<file path="src/rtl/key_conditioner_pkg.sv">
// Shared constants and types for the contestant key conditioner.
// Default debounce length is 20 ms at the 50 MHz system clock.
package key_conditioner_pkg;

   localparam int N_KEYS      = 3;
   localparam int CLK_HZ      = 50_000_000;
   localparam int DEBOUNCE_MS = 20;
   localparam int DB_CYCLES   = (CLK_HZ / 1000) * DEBOUNCE_MS;
   localparam int ID_W        = 2;

   typedef enum logic [0:0] {
      ST_IDLE   = 1'b0,
      ST_LOCKED = 1'b1
   } lock_state_e;

endpackage : key_conditioner_pkg

</file>
<file path="src/rtl/key_conditioner_debounce.sv">
// One key channel: 2-flop synchroniser, debounce counter, clean level and press pulse.
// The raw input is active-low; the level and the pulse are active-high.
module key_conditioner_debounce
   import key_conditioner_pkg::*;
#(
   parameter int DB_CYCLES_P = DB_CYCLES
) (
   input  logic clock_i,
   input  logic reset_i,
   input  logic raw_key_n_i,
   output logic level_o,
   output logic press_o
);

   localparam int                CNT_W   = $clog2(DB_CYCLES_P);
   localparam logic [CNT_W-1:0]  CNT_MAX = CNT_W'(DB_CYCLES_P - 1);

   logic             sync1_q, sync2_q;
   logic [CNT_W-1:0] cnt_q, cnt_d;
   logic             level_q, level_d;
   logic             press_q, press_d;
   logic             pressed;

   assign pressed = ~sync2_q;

   // Any sample agreeing with the current level restarts the stability count.
   always_comb begin
      cnt_d   = cnt_q;
      level_d = level_q;
      if (pressed == level_q) begin
         cnt_d = '0;
      end else if (cnt_q == CNT_MAX) begin
         level_d = pressed;
         cnt_d   = '0;
      end else begin
         cnt_d = cnt_q + 1'b1;
      end
      press_d = level_d & ~level_q;
   end

   always_ff @(posedge clock_i) begin
      if (!reset_i) begin
         sync1_q <= 1'b1;
         sync2_q <= 1'b1;
         cnt_q   <= '0;
         level_q <= 1'b0;
         press_q <= 1'b0;
      end else begin
         sync1_q <= raw_key_n_i;
         sync2_q <= sync1_q;
         cnt_q   <= cnt_d;
         level_q <= level_d;
         press_q <= press_d;
      end
   end

   assign level_o = level_q;
   assign press_o = press_q;

endmodule : key_conditioner_debounce

</file>
<file path="src/rtl/key_conditioner.sv">
// Debounced contestant keys plus a first-press lock held until the host clears the round.
// On simultaneous presses the lowest key index wins.
module key_conditioner
   import key_conditioner_pkg::*;
#(
   parameter int N_KEYS_P    = N_KEYS,
   parameter int DB_CYCLES_P = DB_CYCLES
) (
   input  logic                clock_i,
   input  logic                reset_i,
   input  logic [N_KEYS_P-1:0] raw_key_n_i,
   input  logic                clear_i,
   output logic [N_KEYS_P-1:0] key_level_o,
   output logic [N_KEYS_P-1:0] key_press_o,
   output logic                first_valid_o,
   output logic [ID_W-1:0]     first_id_o
);

   lock_state_e     state_q, state_d;
   logic            valid_q, valid_d;
   logic [ID_W-1:0] id_q, id_d;
   logic [ID_W-1:0] hit_id;

   for (genvar gi = 0; gi < N_KEYS_P; gi++) begin : g_key
      key_conditioner_debounce #(
         .DB_CYCLES_P (DB_CYCLES_P)
      ) u_debounce (
         .clock_i     (clock_i),
         .reset_i     (reset_i),
         .raw_key_n_i (raw_key_n_i[gi]),
         .level_o     (key_level_o[gi]),
         .press_o     (key_press_o[gi])
      );
   end

   // Scan downwards so the lowest pressed index is the one left standing.
   always_comb begin
      hit_id = '0;
      for (int i = N_KEYS_P - 1; i >= 0; i--) begin
         if (key_press_o[i]) begin
            hit_id = ID_W'(i);
         end
      end
   end

   always_comb begin
      state_d = state_q;
      valid_d = valid_q;
      id_d    = id_q;
      case (state_q)
         ST_IDLE: begin
            if ((|key_press_o) && !clear_i) begin
               state_d = ST_LOCKED;
               valid_d = 1'b1;
               id_d    = hit_id;
            end
         end
         ST_LOCKED: begin
            if (clear_i) begin
               state_d = ST_IDLE;
               valid_d = 1'b0;
               id_d    = '0;
            end
         end
         default: begin
            state_d = ST_IDLE;
            valid_d = 1'b0;
            id_d    = '0;
         end
      endcase
   end

   always_ff @(posedge clock_i) begin
      if (!reset_i) begin
         state_q <= ST_IDLE;
         valid_q <= 1'b0;
         id_q    <= '0;
      end else begin
         state_q <= state_d;
         valid_q <= valid_d;
         id_q    <= id_d;
      end
   end

   assign first_valid_o = valid_q;
   assign first_id_o    = id_q;

endmodule : key_conditioner

</file>
<file path="config.mk">
export PLATFORM = sky130hd
export DESIGN_NAME = key_conditioner
export DESIGN_NICKNAME = d
export VERILOG_FILES = /design/src/rtl/key_conditioner_pkg.sv /design/src/rtl/key_conditioner_debounce.sv /design/src/rtl/key_conditioner.sv
export SDC_FILE = /design/constraint.sdc
export NUM_CORES = 1
export LEC_CHECK = 0
export CAP_MARGIN = 20
export CORE_AREA = 2 2 88 90
export CTS_BUF_LIST = sky130_fd_sc_hd__clkbuf_4 sky130_fd_sc_hd__clkbuf_8
export DETAILED_ROUTE_END_ITERATION = 10
export DIE_AREA = 0 0 90 92
export PLACE_DENSITY_LB_ADDON = 0.08
export SETUP_SLACK_MARGIN = 0.3
export SYNTH_ARGS = -nofsm -noshare
export SYNTH_HDL_FRONTEND = slang
export SYNTH_SLANG_ARGS = --single-unit
</file>
<file path="constraint.sdc">
create_clock -name clock_i -period 5.1 [get_ports clock_i]
set_clock_uncertainty 0.1 [all_clocks]
set_input_delay 1.02 -clock clock_i [delete_from_list [all_inputs] [get_ports clock_i]]
set_output_delay 1.02 -clock clock_i [all_outputs]
set_load 0.005 [all_outputs]
</file>
==> metrics.md, run 1 <==
| Metric | Value |
|---|---|
| Finished Layout Cells | `497` |
| First-pass GRT wire length | `11.04 mm` |
| GPL Wtd Cong | `0.7453` |
| Num ports | `15` |
| Clock Sinks | `76` |
| Worst reg2reg path startpoint | `g_key[0].u_debounce.cnt_q[0]$_SDFF_PP0_` |
| Avg Inst Size Synth | `8.978 um2` |
| Final HPWL from detailed placement | `4.192 mm` |
| Cts hold-fix bufs | `0` |
| Synth cell count leaders | `dfxtp_1 (76), nor2_1 (50), a21oi_1 (23), nand3_1 (23), xor2_1 (22)` |
| Routed WL per cell | `12.44 um` |
| F_max | `387.2 MHz` |
| Reg clk slew, reported paths | `80 ps` |
| Setup bufs post-CTS | `0` |
| Delay-heaviest family, CP | `buffers and inverters` |
| Async set-reset flop share out of synthesis | `0%` |
| Die Wd | `90 um` |
| Capture point of the critical path | `g_key[0].u_debounce.press_o$_SDFF_PN0_` |
| Finished Cell Area | `0.003777 mm2` |
| EDFF count, synth | `0` |
| Seq cells post-synth | `76` |
| CTS tree | `done` |
| Port buffer count | `14` |
| Final Cycle Share | `50.65%` |
| Crit start category | `input pin` |
| Ys Warns | `0` |
| Final setup vio count | `0` |
| Cell depth of the worst setup path | `4` |
| Top cells by area, synth | `dfxtp_1 (44%), xor2_1 (5.6%), nor2_1 (5.5%)` |
| Final WL | `6.181 mm` |
| Final Hold Viols | `0` |
| Crit path capture type | `flip-flop` |
| # fillers | `737` |
| Share of the synthesized area in the top cell type | `44.36%` |
| Critical-path cell list | `clkdlybuf4s50_1, clkinv_1, or3_1, nor4_1` |
| Synth area leader | `dfxtp_1` |
| R2R Setup Slk | `3050 ps` |
| Largest net degree at the start of global routing | `21` |
| 1st-iter DRT viols | `60` |
| Fin Hold WS | `311.9 ps` |
| Clk_lat worst skew | `350 ps` |
| Num CTS Buffers | `9` |
| DRT Pass-1 Iters | `4` |
| FF-to-FF End | `g_key[0].u_debounce.cnt_q[7]$_SDFF_PP0_` |
| MaxCap Viol Count | `0` |
| VDD IR max | `127.7 uV` |
| Core ar. | `0.007447 mm2` |
| Post-layout util | `50.72%` |
| Top_reg_cell synth | `dfxtp_1` |
| Clk buf depth | `2` |
| Slew @ Worst Pin | `599.0 ps` |
| Vias in the first global route | `2360` |
| # resized after CTS | `0` |
| CTS Root Cell | `clkbuf_8` |
| Share of cells above drive strength 1 | `8.354%` |
| Row Count | `32` |
| DP Cell Count | `481` |
| PwrDens | `272.5 mW/mm2` |
| Most frequent cell after synthesis | `dfxtp_1` |
| Post-synthesis cell area | `0.003430 mm2` |
| Drt drc | `0` |
| CP max stage delay | `760 ps` |
| Total power | `1.029 mW` |
| DRT antenna net count | `0` |
| CP max stage cell | `clkdlybuf4s50_1` |
| H-tree depth | `3` |
| Via density | `5.173` |
| Synth cell types | `44` |
| CP bufs+invs | `2` |
| Slew Limit Headroom | `59.87%` |
| RSZ-0062 raised after global routing | `no` |
| Vias | `2571` |
| Nets | `399` |
| DP Area | `0.003600 mm2` |
| Initial Utilization | `46.05%` |
| WP data arrival | `2740 ps` |
| Die area | `0.008280 mm2` |
| Outcome | `finished, final reports clean` |
| Worst Hold Class | `flip-flop to flip-flop` |
| Register area share after synthesis | `44.36%` |
| Pleak | `1.200 nW` |
| Final WS setup | `2517 ps` |
| Setup TNS | `0 ps` |
| Pre-CTS setup slack | `2127 ps` |
| Synth-to-layout area growth | `10.14%` |
| Crit path time final | `2583 ps` |
| R2R depth | `5` |
| Ant diodes | `0` |
| Die Y | `92 um` |
| Critical Path Fanout Max | `12` |
| Synth Instances | `382` |
| Total grt overflow | `0` |
| Synth Net Count | `391` |
| Worst Setup SP | `reset_i` |
| Final Max Slew Viols | `0` |
| Initial antenna violation count | `0` |
| GRT Total Usage | `16.43%` |
| Crit Path Category | `input pin to flip-flop` |
| CP required | `5250 ps` |
layer usage:
metal,part of all wire [%],GRT usage (%),vias to the layer above,routed length [um]
li1,-,-,1366,-
met1,54,22.68,1165,3363
met2,41,24.56,31,2512
met3,3.1,4.026,9,194
met4,1.8,6.923,0,110
met5,0,0,-,0
layout by cell type, fill, tap and decap left out, types with 5 or more instances in the layout:
cell / instances
a21oi_1: 23
and3_1: 8
and4_1: 5
clkbuf_8: 10
clkdlybuf4s50_1: 14
dfxtp_1: 76
inv_1: 8
nand2_1: 18
nand2b_1: 7
nand3_1: 23
nand4_1: 15
nor2_1: 50
nor3_1: 9
nor4_1: 5
nor4b_1: 6
o21ai_0: 15
o31ai_1: 6
or3_1: 14
or4_1: 5
xnor2_1: 16
xor2_1: 22
layout make-up:
cell class / count / area, um2 / area share, %
well taps: 102 / 127.6 / 3.379
clock inverters: 4 / 25.02 / 0.6625
inverters: 9 / 33.78 / 0.8943
clock buffers: 12 / 152.6 / 4.041
flip-flops and latches: 76 / 1521 / 40.28
repair buffers: 16 / 155.1 / 4.107
multi-input cells: 278 / 1762 / 46.64
report_power, final:
part	internal [mW]	leakage [nW]	switching [mW]	total [mW]
Sequential	0.596	0.614	0.00170	0.598
Clock	0.199	0.0892	0.216	0.416
Combinational	0.00694	0.497	0.00913	0.0161
sequential cells by signal, summed over array words and instances, names as in the netlist:
| register | cells |
|---|---|
| g_key.u_debounce.sync2_q | 3 |
| g_key.u_debounce.press_o | 3 |
| g_key.u_debounce.cnt_q | 60 |
| first_id_o | 2 |
| state_q | 1 |
| g_key.u_debounce.sync1_q | 3 |
| first_valid_o | 1 |
| g_key.u_debounce.level_o | 3 |
kinds of logic after synthesis:
kind of cell | Yosys count | share of synthesized area [%]
AO/OA/AOI/OAI | 51 | 8.975
XOR/XNOR | 38 | 9.704
adder cells (fa/ha/maj) | 3 | 1.095
buffers and inverters | 28 | 4.269
flip-flops | 76 | 44.36
AND/OR/NAND/NOR | 186 | 31.59
how the worst min path moves through the flow:
| stage | startpoint | slack (ps) | cells after the start | end |
|---|---|---|---|---|
| 2_1_floorplan | g_key[0].u_debounce.sync1_q$_SDFF_PN1_ | 290 | 1 | g_key[0].u_debounce.sync2_q$_SDFF_PN1_ |
| 5_1_grt | g_key[1].u_debounce.sync1_q$_SDFF_PN1_ | 330 | 1 | g_key[1].u_debounce.sync2_q$_SDFF_PN1_ |
| 3_3_place_gp | g_key[1].u_debounce.sync1_q$_SDFF_PN1_ | 290 | 1 | g_key[1].u_debounce.sync2_q$_SDFF_PN1_ |
| 6_report | g_key[1].u_debounce.sync1_q$_SDFF_PN1_ | 310 | 1 | g_key[1].u_debounce.sync2_q$_SDFF_PN1_ |
| 3_5_place_dp | g_key[1].u_debounce.sync1_q$_SDFF_PN1_ | 300 | 1 | g_key[1].u_debounce.sync2_q$_SDFF_PN1_ |
| 4_1_cts | g_key[0].u_debounce.sync1_q$_SDFF_PN1_ | 310 | 1 | g_key[0].u_debounce.sync2_q$_SDFF_PN1_ |
Note: power is estimated with default switching activity, not from simulation.
==> run 2, diff against run 1 <==
==> constraint.sdc (replaced) <==
create_clock -name clock_i -period 2.35 [get_ports clock_i]
set_clock_uncertainty 0.1 [all_clocks]
set_input_delay 0.47 -clock clock_i [delete_from_list [all_inputs] [get_ports clock_i]]
set_output_delay 0.47 -clock clock_i [all_outputs]
set_load 0.005 [all_outputs]
==> run 2 against run 1 <==
Against the previous run: combinational power up 130%; die area stayed put; global-route usage decreased by 0.26 points; highest routed layer unchanged; critical endpoint is now g_key[0].u_debounce.cnt_q[2]$_SDFF_PP0_; largest power group unchanged; final cell count grew 0.60%.
==> metrics.md, run 2 (same netlist as run 1, synthesis figures left out) <==
| Metric | Value |
|---|---|
| Outcome | `finished, final reports clean (unchanged)` |
| Most frequent cells in the layout | `dfxtp_1 (76), nor2_1 (50), nand3_1 (23), a21oi_1 (23), xor2_1 (22) (unchanged)` |
| Routed WL per cell | `12.61 um (was 12.44 um)` |
| Die Y | `92 um (unchanged)` |
| Clock Sinks | `76 (unchanged)` |
| CP max stage delay | `460 ps (was 760 ps)` |
| Initial Utilization | `46.05% (unchanged)` |
| Critical-path cell list | `nor4_1, nand4_1, o211ai_4, buf_4, nor2_1 (was clkdlybuf4s50_1, clkinv_1, or3_1, nor4_1)` |
| Largest net degree at the start of global routing | `21 (unchanged)` |
| Slew @ Worst Pin | `452.7 ps (was 599.0 ps)` |
| Die Wd | `90 um (unchanged)` |
| H-tree depth | `3 (unchanged)` |
| Commonest non-fill, non-tap cell in the layout | `dfxtp_1 (unchanged)` |
| Final HPWL from detailed placement | `4.263 mm (was 4.192 mm)` |
| 1st-iter DRT viols | `105 (was 60)` |
| DRT antenna net count | `0 (unchanged)` |
| CP required | `2470 ps (was 5250 ps)` |
| Clk buf depth | `2 (unchanged)` |
| Drt drc | `0 (unchanged)` |
| Share of cells above drive strength 1 | `9.296% (was 8.354%)` |
| First-pass GRT wire length | `10.93 mm (was 11.04 mm)` |
| Core ar. | `0.007447 mm2 (unchanged)` |
| Final setup vio count | `0 (unchanged)` |
| VDD IR max | `328.0 uV (was 127.7 uV)` |
| Critical Path Fanout Max | `19 (was 12)` |
| Slew Limit Headroom | `69.54% (was 59.87%)` |
| Via density | `5.268 (was 5.173)` |
| Worst Hold Class | `flip-flop to flip-flop (unchanged)` |
| Ant diodes | `0 (unchanged)` |
| Port buffer count | `14 (unchanged)` |
| Crit path time final | `1900 ps` |
| GRT Total Usage | `16.17% (was 16.43%)` |
| Setup TNS | `0 ps (unchanged)` |
| Final Cycle Share | `80.86%` |
| DRT Pass-1 Iters | `4 (unchanged)` |
| Num ports | `15 (unchanged)` |
| Crit path capture type | `flip-flop (unchanged)` |
| Reg with most FFs | `g_key.u_debounce.cnt_q (unchanged)` |
| Post-layout util | `51.48% (was 50.72%)` |
| Final Hold Viols | `0 (unchanged)` |
| Die area | `0.008280 mm2 (unchanged)` |
| Vias | `2634 (was 2571)` |
| Fin Hold WS | `310.7 ps (was 311.9 ps)` |
| Vias in the first global route | `2343 (was 2360)` |
| Pleak | `1.221 nW (was 1.200 nW)` |
| Nets | `402 (was 399)` |
| Clk_lat worst skew | `340 ps (was 350 ps)` |
| Delay-heaviest family, CP | `simple AND/OR/NAND/NOR gates (was buffers and inverters)` |
| Crit start category | `flip-flop (was input pin)` |
| Final WL | `6.304 mm (was 6.181 mm)` |
| F_max | `526.3 MHz` |
| Synth-to-layout area growth | `11.78% (was 10.14%)` |
| Initial antenna violation count | `0 (unchanged)` |
| PwrDens | `612.7 mW/mm2 (was 272.5 mW/mm2)` |
| Reg clk slew, reported paths | `80 ps (about the same)` |
| Final Max Slew Viols | `0 (unchanged)` |
| Setup bufs post-CTS | `0 (unchanged)` |
| MaxCap Viol Count | `0 (unchanged)` |
| Crit Path Category | `flip-flop to flip-flop (was input pin to flip-flop)` |
| CP bufs+invs | `1 (was 2)` |
| Total power | `2.349 mW (was 1.029 mW)` |
| CP max stage cell | `nor4_1 (was clkdlybuf4s50_1)` |
| RSZ-0062 raised after global routing | `no (unchanged)` |
| Total grt overflow | `0 (unchanged)` |
| Row Count | `32 (unchanged)` |
| WP data arrival | `2020 ps (was 2740 ps)` |
| CTS tree | `done (unchanged)` |
| GPL Wtd Cong | `0.8064 (was 0.7453)` |
| Num CTS Buffers | `9 (unchanged)` |
| Max FFs per register | `60 (unchanged)` |
| CTS Root Cell | `clkbuf_8 (unchanged)` |
-- run 2: cell types whose count changed in the layout (fill, tap and decap cells not counted) --
cell,delta
clkbuf_4,-1
and2_2,+1
bufinv_16,+1
clkinv_4,+1
buf_6,+1
buf_4,+2
clkinv_2,-2
and2_1,-1
clkinvlp_4,+1
-- run 2: report_power, final --
group	switching, mW	internal, mW
Clock	0.482	0.533
Combinational	0.0205	0.0169
Sequential	0.00356	1.29
Total	0.506	1.84
-- run 2: per-stage QoR --
stage	instances	instance area (um2)	setup WS, ps
final	500	3834	449.9
after global routing	500	3834	307.6
after CTS	500	3829	417.1
after detailed placement	484	3622	368.5
after global placement	484	3622	384.4
after floorplan	382	3430	609.3
-- run 2: final cells by class --
type | instances | area [um2]
Clock buffer | 11 | 145.1
Multi-Input combinational cell | 278 | 1763
Clock inverter | 5 | 61.31
Tap cell | 102 | 127.6
Fill cell | 751 | 3613
Inverter | 9 | 33.78
Timing Repair Buffer | 19 | 181.4
Sequential cell | 76 | 1521
-- run 2: layer usage --
metal | routed length, um | global-route usage, % | vias up
li1 | - | - | 1379
met1 | 3371 | 22.30 | 1216
met2 | 2612 | 23.93 | 32
met3 | 220 | 3.533 | 7
met4 | 99 | 8.077 | 0
met5 | 0 | 0 | -
-- run 2: path summary, 6_finish.rpt --
kind / start / end / slack, ps / depth (start not counted)
worst min-delay path: g_key[0].u_debounce.sync1_q$_SDFF_PN1_ / g_key[0].u_debounce.sync2_q$_SDFF_PN1_ / 310 / 1
worst max register to register: g_key[0].u_debounce.cnt_q[10]$_SDFF_PP0_ / g_key[0].u_debounce.cnt_q[2]$_SDFF_PP0_ / 450 / 5
worst max-delay path: g_key[0].u_debounce.cnt_q[10]$_SDFF_PP0_ / g_key[0].u_debounce.cnt_q[2]$_SDFF_PP0_ / 450 / 5
worst min register to register: g_key[0].u_debounce.sync1_q$_SDFF_PN1_ / g_key[0].u_debounce.sync2_q$_SDFF_PN1_ / 310 / 1
-- run 2: worst register-to-register path: cells and delay by family, from the launching register on --
family                 cells  cell delay [ps]
buffers and inverters      1              270
AND/OR/NAND/NOR            3              830
AO/OA/AOI/OAI              1              230
flip-flops                 1              370
-- run 2: timing repair --
item | CTS | global route
resized for setup | 0 | 2
setup endpoints to repair | 0 | 20
hold buffers | 0 | 0
